--- config.mk ---
export PLATFORM = sky130hd
export DESIGN_NAME = fetch_sequencer_flat
export DESIGN_NICKNAME = d
export VERILOG_FILES = /design/src/rtl/fetch_sequencer_pkg.sv /design/src/rtl/fetch_sequencer_if.sv /design/src/rtl/fetch_sequencer_mem_wait_watchdog.sv /design/src/rtl/fetch_sequencer.sv /design/src/flat_wrapper.sv
export SDC_FILE = /design/constraint.sdc
export NUM_CORES = 1
export LEC_CHECK = 0
export ABC_AREA = 1
export BUFFER_PORTS_ARGS = -buffer_cell sky130_fd_sc_hd__buf_4
export CAP_MARGIN = 0
export CORE_MARGIN = 2
export CORE_UTILIZATION = 60
export CTS_BUF_LIST = sky130_fd_sc_hd__clkbuf_8
export DETAILED_ROUTE_END_ITERATION = 12
export GPL_ROUTABILITY_DRIVEN = 0
export PLACE_DENSITY = 0.94
export SYNTH_ARGS = -nofsm -noshare
export SYNTH_HDL_FRONTEND = slang
export SYNTH_SLANG_ARGS = --single-unit
--- constraint.sdc ---
create_clock -name clk -period 3.5 [get_ports clk]
set_clock_uncertainty 0.05 [all_clocks]
set_input_delay 0.175 -clock clk [delete_from_list [all_inputs] [get_ports clk]]
set_output_delay 0.175 -clock clk [all_outputs]
set_load 0.01 [all_outputs]
--- src/rtl/fetch_sequencer_pkg.sv ---
// fetch_sequencer shared types and defaults.
// State encodings are fixed: debug tools decode state_out directly.
package fetch_sequencer_pkg;

  typedef enum logic [1:0] {
    FSEQ_RUN      = 2'd0,
    FSEQ_SWAP1    = 2'd1,
    FSEQ_SWAP2    = 2'd2,
    FSEQ_MEM_WAIT = 2'd3
  } fseq_state_t;

  localparam int FSEQ_DEF_STALL_CNT_W = 16;
  localparam int FSEQ_DEF_MEM_TIMEOUT = 255;

endpackage

--- src/rtl/fetch_sequencer_if.sv ---
// Status inputs and IF-stage control outputs of fetch_sequencer.
// master = status source / IF side, slave = the sequencer.
interface fetch_sequencer_if #(
  parameter int STALL_CNT_W = 16
);

  logic                   hazard_in;
  logic                   branch_taken_in;
  logic                   swap_detect_in;
  logic                   mem_req_in;
  logic                   mem_ready_in;
  logic                   freeze_out;
  logic                   flush_out;
  logic                   stop_if_out;
  logic                   swap_2_out;
  logic [1:0]             state_out;
  logic [STALL_CNT_W-1:0] stall_cycles_out;
  logic                   err_out;

  modport master (
    output hazard_in,
    output branch_taken_in,
    output swap_detect_in,
    output mem_req_in,
    output mem_ready_in,
    input  freeze_out,
    input  flush_out,
    input  stop_if_out,
    input  swap_2_out,
    input  state_out,
    input  stall_cycles_out,
    input  err_out
  );

  modport slave (
    input  hazard_in,
    input  branch_taken_in,
    input  swap_detect_in,
    input  mem_req_in,
    input  mem_ready_in,
    output freeze_out,
    output flush_out,
    output stop_if_out,
    output swap_2_out,
    output state_out,
    output stall_cycles_out,
    output err_out
  );

endinterface

--- src/rtl/fetch_sequencer_mem_wait_watchdog.sv ---
// mem_wait_watchdog: counts consecutive MEM_WAIT cycles,
// pulses o_timeout on the MEM_TIMEOUT-th one, sticky o_err.
module mem_wait_watchdog #(
  parameter int MEM_TIMEOUT = 255
) (
  input  logic clk,
  input  logic rst,
  input  logic i_in_wait,
  output logic o_timeout,
  output logic o_err
);

  localparam int CW = $clog2(MEM_TIMEOUT + 1);

  logic [CW-1:0] r_cnt;
  logic          r_err;
  logic          w_hit;

  assign w_hit = i_in_wait &&
                 (r_cnt == CW'(MEM_TIMEOUT - 1));

  always_ff @(posedge clk or negedge rst) begin
    if (!rst) begin
      r_cnt <= '0;
      r_err <= 1'b0;
    end else begin
      // cleared outside MEM_WAIT so each entry starts at 0
      if (!i_in_wait || w_hit)
        r_cnt <= '0;
      else
        r_cnt <= r_cnt + 1'b1;
      if (w_hit)
        r_err <= 1'b1;
    end
  end

  assign o_timeout = w_hit;
  assign o_err     = r_err;

endmodule

--- src/rtl/fetch_sequencer.sv ---
// IF-stage pipeline control: SWP sequencing and data-memory stalls.
// Define FETCH_SEQ_TIMEOUT_EN to enable the MEM_WAIT watchdog.
module fetch_sequencer
  import fetch_sequencer_pkg::*;
#(
  parameter int STALL_CNT_W = FSEQ_DEF_STALL_CNT_W
`ifdef FETCH_SEQ_TIMEOUT_EN
  ,
  parameter int MEM_TIMEOUT = FSEQ_DEF_MEM_TIMEOUT
`endif
) (
  input  logic              clk,
  input  logic              rst,
  fetch_sequencer_if.slave  bus
);

  fseq_state_t            r_state;
  fseq_state_t            r_ret;
  fseq_state_t            w_state_nxt;
  fseq_state_t            w_ret_nxt;
  logic [STALL_CNT_W-1:0] r_stall_cnt;

  logic w_mem_stall;
  logic w_timeout;
  logic w_err;
  logic w_freeze;
  logic w_flush;
  logic w_stop_if;
  logic w_swap_2;
  logic w_in_wait;

  assign w_mem_stall = bus.mem_req_in & ~bus.mem_ready_in;
  assign w_in_wait   = (r_state == FSEQ_MEM_WAIT);

`ifdef FETCH_SEQ_TIMEOUT_EN
  mem_wait_watchdog #(
    .MEM_TIMEOUT (MEM_TIMEOUT)
  ) u_wdog (
    .clk       (clk),
    .rst       (rst),
    .i_in_wait (w_in_wait),
    .o_timeout (w_timeout),
    .o_err     (w_err)
  );
`else
  assign w_timeout = 1'b0;
  assign w_err     = 1'b0;
`endif

  always_ff @(posedge clk or negedge rst) begin
    if (!rst) begin
      r_state <= FSEQ_RUN;
      r_ret   <= FSEQ_RUN;
    end else begin
      r_state <= w_state_nxt;
      r_ret   <= w_ret_nxt;
    end
  end

  always_comb begin
    w_state_nxt = r_state;
    w_ret_nxt   = r_ret;
    w_flush     = 1'b0;
    w_stop_if   = 1'b0;
    w_swap_2    = 1'b0;
    w_freeze    = w_in_wait | w_mem_stall |
                  bus.hazard_in;
    unique case (r_state)
      FSEQ_MEM_WAIT: begin
        // EXE is frozen, so a branch here is stale
        if (bus.mem_ready_in || w_timeout)
          w_state_nxt = r_ret;
      end
      FSEQ_RUN: begin
        if (w_mem_stall) begin
          w_state_nxt = FSEQ_MEM_WAIT;
          w_ret_nxt   = FSEQ_RUN;
        end else if (bus.branch_taken_in) begin
          w_flush = 1'b1;
        end else if (!bus.hazard_in &&
                     bus.swap_detect_in) begin
          w_state_nxt = FSEQ_SWAP1;
        end
      end
      FSEQ_SWAP1, FSEQ_SWAP2: begin
        w_stop_if = 1'b1;
        w_swap_2  = (r_state == FSEQ_SWAP2);
        if (w_mem_stall) begin
          w_state_nxt = FSEQ_MEM_WAIT;
          w_ret_nxt   = r_state;
        end else if (bus.branch_taken_in) begin
          w_flush     = 1'b1;
          w_state_nxt = FSEQ_RUN;
        end else if (!bus.hazard_in) begin
          w_state_nxt = (r_state == FSEQ_SWAP1) ?
                        FSEQ_SWAP2 : FSEQ_RUN;
        end
      end
      default: w_state_nxt = FSEQ_RUN;
    endcase
  end

  always_ff @(posedge clk or negedge rst) begin
    if (!rst)
      r_stall_cnt <= '0;
    else if (w_freeze && (r_stall_cnt != '1))
      r_stall_cnt <= r_stall_cnt + 1'b1;
  end

  // combinational controls read 0 while reset is held
  assign bus.freeze_out       = rst & w_freeze;
  assign bus.flush_out        = rst & w_flush;
  assign bus.stop_if_out      = rst & w_stop_if;
  assign bus.swap_2_out       = rst & w_swap_2;
  assign bus.state_out        = r_state;
  assign bus.stall_cycles_out = r_stall_cnt;
  assign bus.err_out          = w_err;

endmodule

--- src/flat_wrapper.sv ---
// flat-port wrapper written by rule: the top's interface ports become plain ports
module fetch_sequencer_flat import fetch_sequencer_pkg::*;
#(
  parameter int STALL_CNT_W = FSEQ_DEF_STALL_CNT_W

)
  (clk, rst, bus_hazard_in, bus_branch_taken_in, bus_swap_detect_in, bus_mem_req_in, bus_mem_ready_in, bus_freeze_out, bus_flush_out, bus_stop_if_out, bus_swap_2_out, bus_state_out, bus_stall_cycles_out, bus_err_out);
  fetch_sequencer_if #(.STALL_CNT_W(STALL_CNT_W)) bus_i ();
  input  logic clk;
  input  logic rst;
  input wire logic [$bits(bus_i.hazard_in)-1:0] bus_hazard_in;
  input wire logic [$bits(bus_i.branch_taken_in)-1:0] bus_branch_taken_in;
  input wire logic [$bits(bus_i.swap_detect_in)-1:0] bus_swap_detect_in;
  input wire logic [$bits(bus_i.mem_req_in)-1:0] bus_mem_req_in;
  input wire logic [$bits(bus_i.mem_ready_in)-1:0] bus_mem_ready_in;
  output wire logic [$bits(bus_i.freeze_out)-1:0] bus_freeze_out;
  output wire logic [$bits(bus_i.flush_out)-1:0] bus_flush_out;
  output wire logic [$bits(bus_i.stop_if_out)-1:0] bus_stop_if_out;
  output wire logic [$bits(bus_i.swap_2_out)-1:0] bus_swap_2_out;
  output wire logic [$bits(bus_i.state_out)-1:0] bus_state_out;
  output wire logic [$bits(bus_i.stall_cycles_out)-1:0] bus_stall_cycles_out;
  output wire logic [$bits(bus_i.err_out)-1:0] bus_err_out;
  assign bus_i.hazard_in = bus_hazard_in;
  assign bus_i.branch_taken_in = bus_branch_taken_in;
  assign bus_i.swap_detect_in = bus_swap_detect_in;
  assign bus_i.mem_req_in = bus_mem_req_in;
  assign bus_i.mem_ready_in = bus_mem_ready_in;
  assign bus_freeze_out = bus_i.freeze_out;
  assign bus_flush_out = bus_i.flush_out;
  assign bus_stop_if_out = bus_i.stop_if_out;
  assign bus_swap_2_out = bus_i.swap_2_out;
  assign bus_state_out = bus_i.state_out;
  assign bus_stall_cycles_out = bus_i.stall_cycles_out;
  assign bus_err_out = bus_i.err_out;
  fetch_sequencer #(.STALL_CNT_W(STALL_CNT_W)) u_core (.clk(clk), .rst(rst), .bus(bus_i));
endmodule
Yosys cells after proc, flatten, opt, wreduce, memory -nomap -nowiden
Index checks and enable logic that the tools add are counted.
Widths: inputs -> output; s select.
Word-level totals
  register bits: 20
  bits of input ports: 7
  output and inout bits: 23
Operators by class
  bitwise logic cells: 8
  $add $sub $neg: 1
  reductions and logical operators: 9
  equal/unequal tests: 10
  mux-type cells: 17
Operator list (number)
  $mux 2: 10
  $add 16x1->16 const B: 1
  $ne 16x16->1 const B: 1
  $pmux 2 s3: 1
  $and 1x1->1: 5
  $mux 1: 5
  $eq 2x2->1 const B: 2
  $ne 2x1->1 const B: 2
  $ne 4x3->1 const B: 1
  $pmux 2 s2: 1
  $reduce_and 4->1: 1
  $ne 3x1->1 const B: 1
  $ne 3x2->1 const B: 1
  $reduce_and 3->1: 1
  $reduce_or 3->1: 1
  $eq 2x1->1 const B: 1
  $logic_and 1x1->1: 2
  $logic_not 2->1: 1
  $ne 2x2->1 const B: 1
  $or 1x1->1: 2
  $reduce_bool 2->1: 1
  $reduce_or 2->1: 1
  $logic_not 1->1: 1
  $not 1->1: 1

Logic depth before layout (Yosys ltp)
  word-level depth: 6
  mapped depth: 9
  depth with buffers taken out: 9

Worst setup path before layout
Ideal clock, no wire load.
  path type: register to register
  start point: register u_core.r_state[0] (netlist: u_core.bus.state_out[0])
  end point: register u_core.r_ret[0]
  slack: 1986 ps
  stages on the path, launching flop included: 7
  buffers on the path: 0
  arrival time: 1386 ps
  cell sequence: dfrtp_1 inv_1 ha_1 nor2_1 o21ai_0 nor2_1 a21oi_1
Between the ends
  word-level cells in the longest chain between the ends: 4
  elaborated cells on any way between the ends: 10
  those cells by class: eq/ne: 4; mux: 2; reduce/logical: 4
RTL lines
  from (decl): line fetch_sequencer.sv:17  | fseq_state_t r_state;
  from (signal assigned): line fetch_sequencer.sv:55  | r_state <= w_state_nxt;
  $eq 2x1->1 / $eq 2x2->1 (equally long branches): line fetch_sequencer.sv:68  | unique case (r_state)
  $reduce_or 2->1: line fetch_sequencer.sv:68
  $ne 2x1->1 (no source line) / $reduce_bool 2->1 (equally long branches)
  $reduce_and 3->1 (no source line)
  to (signal assigned): line fetch_sequencer.sv:56  | r_ret <= w_ret_nxt;
  to (decl): line fetch_sequencer.sv:18  | fseq_state_t r_ret;
Parallel ways exist; a longest one is shown, timed or not. The select of a mux whose other input is x is not followed.
A chain may end at the register's enable or synchronous reset.

Worst setup path after layout
  start point: register u_core.r_stall_cnt[0] (netlist: u_core.bus.stall_cycles_out[0])
  end point: register u_core.r_stall_cnt[4] (netlist: u_core.bus.stall_cycles_out[4])
Between the ends
  word-level cells in the longest chain between the ends: 2
  elaborated cells on any way between the ends: 3
  those cells by class: add/sub: 1; eq/ne: 1; reduce/logical: 1
RTL lines
  from (decl): line fetch_sequencer.sv:21  | logic [STALL_CNT_W-1:0] r_stall_cnt;
  from (signal assigned): line fetch_sequencer.sv:107  | r_stall_cnt <= r_stall_cnt + 1'b1;
  parallel branches: the longest is 2 deep, another holds $add 16x1->16
Parallel ways; which one is timed is not known.

==> reports/qor.log <==
INFO  yosys          post_synthesis_share_of_cell_area_spent_on_and_or_nand_and_nor_gates=40.0%
INFO  layout         post_route_utilization=76.8%
INFO  yosys          number_of_enable_flip_flop_cells_after_synthesis=0
INFO  global_route   global_route.overflow_total=0
INFO  timing         worst_hold_slack=0.305ns
INFO  routing        finalWirelength=3040um
INFO  layout         final_layout_net_count=244
INFO  routing        routed_vias=1348
INFO  clock_tree     cts_tree=built
INFO  timing         max_clock_freq=550MHz
INFO  die            floorplan_die_area=2720um2
INFO  outcome        run_status=finished clean
INFO  global_route   grt_pass1_vias=1229
INFO  global_route   grt_usage=25.8%
INFO  placed_design  place_inst=252
INFO  layout         layout_commonest_cell=sky130_fd_sc_hd__nand2_1
INFO  die            floorplan.initialDensity=63.4%
INFO  setup_path     crit_path_max_incr_delay=0.46ns
INFO  routing        drc=0
INFO  die            top_level_ports=30
INFO  power          total_leakage_power=0.000861uW
INFO  yosys          synthAdderAreaFrac=6.30%
INFO  routing        first_iter_violations=37
INFO  clock_tree     cts_setup_buffers=0
INFO  timing         timing.final.crit_period=1.82ns
INFO  setup_path     worst-r2r-cell-count=9
INFO  setup_path     timing.critical_path.fanout_max=16
INFO  timing         report.final.hold_viol_count=0
INFO  setup_path     critical-path-top-delay-family=simple AND/OR/NAND/NOR gates
INFO  yosys          async_reset_ff_share=100%
INFO  power          power.ir.vdd_worst=0.448mV
INFO  global_route   grt_first_pass_wirelength=5170um
INFO  placed_design  hpwl_after_detailed_placement=2220um
INFO  yosys          synth.cell_area=1390um2
INFO  routing        drt-pass1-iter-count=4
INFO  timing         timing_max_transition_violations_final=0
INFO  yosys          share_of_the_synthesized_area_in_compound_gates_ao_oa_aoi_oai=5.31%
INFO  layout         syn_to_final_growth=21.0%
INFO  yosys          synth_top_family_by_area=simple AND/OR/NAND/NOR gates
INFO  global_route   maximum_number_of_pins_on_one_net_before_global_route_repair=25
INFO  global_route   initial_antenna_violation_count=0
INFO  worst_hold_path hold_path_class=in2async
INFO  routing        drt-vias-per-instance=5.25
INFO  setup_path     critical_path.startpoint_type=register
INFO  clock_tree     path_clk_slew=0.07ns
INFO  job            cap_viol_max_count=0
INFO  timing         unrepaired_setup_endpoints_after_global_routing=false
INFO  die            dieHeight=52.1um
INFO  setup_path     worst-setup-path-type=reg2reg
INFO  setup_path     setup.worst_path.end_class=register
INFO  layout         most_frequent_cells_in_the_layout=sky130_fd_sc_hd__nand2_1, sky130_fd_sc_hd__buf_4, sky130_fd_sc_hd__inv_1
INFO  yosys          yosys.area_share.xor_xnor=3.78%
INFO  clock_tree     clk_latency=0.26ns
INFO  yosys          synthesis.yosys.warnings=0
INFO  clock_tree     clock_sink_count=20
INFO  clock_tree     clk_path_buf_depth=2
INFO  yosys          postSynth.topFlopCell=sky130_fd_sc_hd__dfrtp_1
INFO  setup_path     timing.critical_path.slowest_stage_cell=sky130_fd_sc_hd__dfrtp_1
INFO  setup_path     cp.required=3.61ns
INFO  layout         final_layout_size_suffix_gt1_share=21.4%
INFO  layout         final_cells=257
INFO  layout         n_antenna_cell=0
INFO  setup_path     cp_num_buf_inv=2
INFO  yosys          synth_seq_area_share=36.0%
INFO  clock_tree     cts_made_buffers=3
INFO  yosys          postSynthRegisterBits=20
INFO  placed_design  io_port_bufs=28
INFO  timing         finalCritPeriodShare=52.0%
INFO  setup_path     crit_chain=ha_1 -> nand3_2 -> inv_2 -> nand2_2 -> nor2_4 -> nor2_4 -> inv_2 -> nand2_1 -> nand2_1
INFO  setup_path     cp_data_arrival_time=1.93ns
INFO  timing         final.setup.tns=0ns
INFO  clock_tree     cts_root_buf=sky130_fd_sc_hd__clkbuf_8
INFO  die            chipWidth=52.1um
INFO  setup_path     worst-path-stages=9
INFO  die            placement_rows=17
INFO  routing        wl_per_cell=11.8um
INFO  die            fp.coreArea=2190um2
INFO  clock_tree     cts.hold.buffers_added=1
INFO  routing        antenna_left=0
INFO  yosys          postSynthNetCount=212
INFO  yosys          syn-mean-instance-area=7.02um2
INFO  yosys          synth_cells=198
INFO  power          cellPowerDensity=537nW/um2
INFO  yosys          synthMuxAreaShare=0%
INFO  timing         setup_viol=0
INFO  yosys          synth_cell_type_count=23
INFO  clock_tree     cts-resized-gates=0
INFO  clock_tree     clock_tree.htree_level_count=1
INFO  power          total_design_power=903uW
[cell usage after synthesis, types with 2 or more instances]
library cell                n  area share, %
sky130_fd_sc_hd__nand3b_1   3            1.6
sky130_fd_sc_hd__nand2_2    3            1.4
sky130_fd_sc_hd__nand2_1   74             20
sky130_fd_sc_hd__inv_2      4            1.1
sky130_fd_sc_hd__nor3_1     2           0.72
sky130_fd_sc_hd__nor2_4     4            3.2
sky130_fd_sc_hd__o21ai_2    3            1.9
sky130_fd_sc_hd__nor2_1    21            5.7
sky130_fd_sc_hd__dfrtp_1   20             36
sky130_fd_sc_hd__o21ai_0    7            2.5
sky130_fd_sc_hd__nand3_1    9            3.2
sky130_fd_sc_hd__nand4_1    5            2.3
sky130_fd_sc_hd__ha_1       7            6.3
sky130_fd_sc_hd__inv_1     22            5.9
sky130_fd_sc_hd__nand3_2    2            1.4
sky130_fd_sc_hd__xor2_1     5            3.2
[per-stage QoR]
step	setup slack, ns	area (um2)
after CTS	1.69	1680
final	1.68	1680
after floorplan	1.99	1390
after global placement	1.75	1620
after global routing	1.55	1680
after detailed placement	1.71	1620
[cell families after synthesis]
logic type	Yosys count
adders and majority gates	7
xor gates and xnor gates	6
buffers and inverters	28
AOI/OAI and AO/OA	12
and+or+nand+nor	124
DFF	20
other	1
[sequential cells by signal, summed over array words and instances (netlist names)]
signal and flops:
u_core.bus.state_out 2, u_core.bus.stall_cycles_out 16, u_core.r_ret 2
[cell type report]
type,instances,area [um2]
multi-input cells,150,773
fillers,156,509
flip-flops and latches,20,500
repair buffers,29,220
inverters,26,97.6
clock buffers,4,55.1
well taps,28,35.0
[worst register-to-register path, delay by kind of cell (launching register included)]
family / cells / cell delay, ns
DFF: 1 / 0.46
adders and majority gates: 1 / 0.27
buffers and inverters: 2 / 0.20
and+or+nand+nor: 6 / 0.73
[path summary, 6_finish.rpt]
kind	startpoint	endpoint	slack, ns
setup / recovery	u_core.bus.stall_cycles_out[0]	u_core.bus.stall_cycles_out[4]	1.68
hold / removal	rst	u_core.bus.stall_cycles_out[15]	0.30
setup reg to reg	u_core.bus.stall_cycles_out[0]	u_core.bus.stall_cycles_out[4]	1.68
hold reg to reg	u_core.r_ret[1]	u_core.r_ret[1]	0.46
max in group asynchronous	rst	u_core.bus.stall_cycles_out[6]	2.87
min in group clk	bus_branch_taken_in	u_core.bus.state_out[1]	0.34
[per-layer routing]
layer | GRT usage, % | vias up | part of all wire [%]
met3 | 5.17 | 10 | 5.3
met4 | 12.4 | 0 | 2.5
met2 | 45.1 | 47 | 50
met1 | 29.9 | 612 | 42
li1 | - | 679 | -
met5 | 0 | - | 0
[power by group]
part           leakage, uW  switching, uW  internal [uW]  total (uW)
sequential        0.000266           62.2            279         341
combinational     0.000566            223            162         385
clock            0.0000288           76.7            100         177
Power figures use the tool's default switching activity.
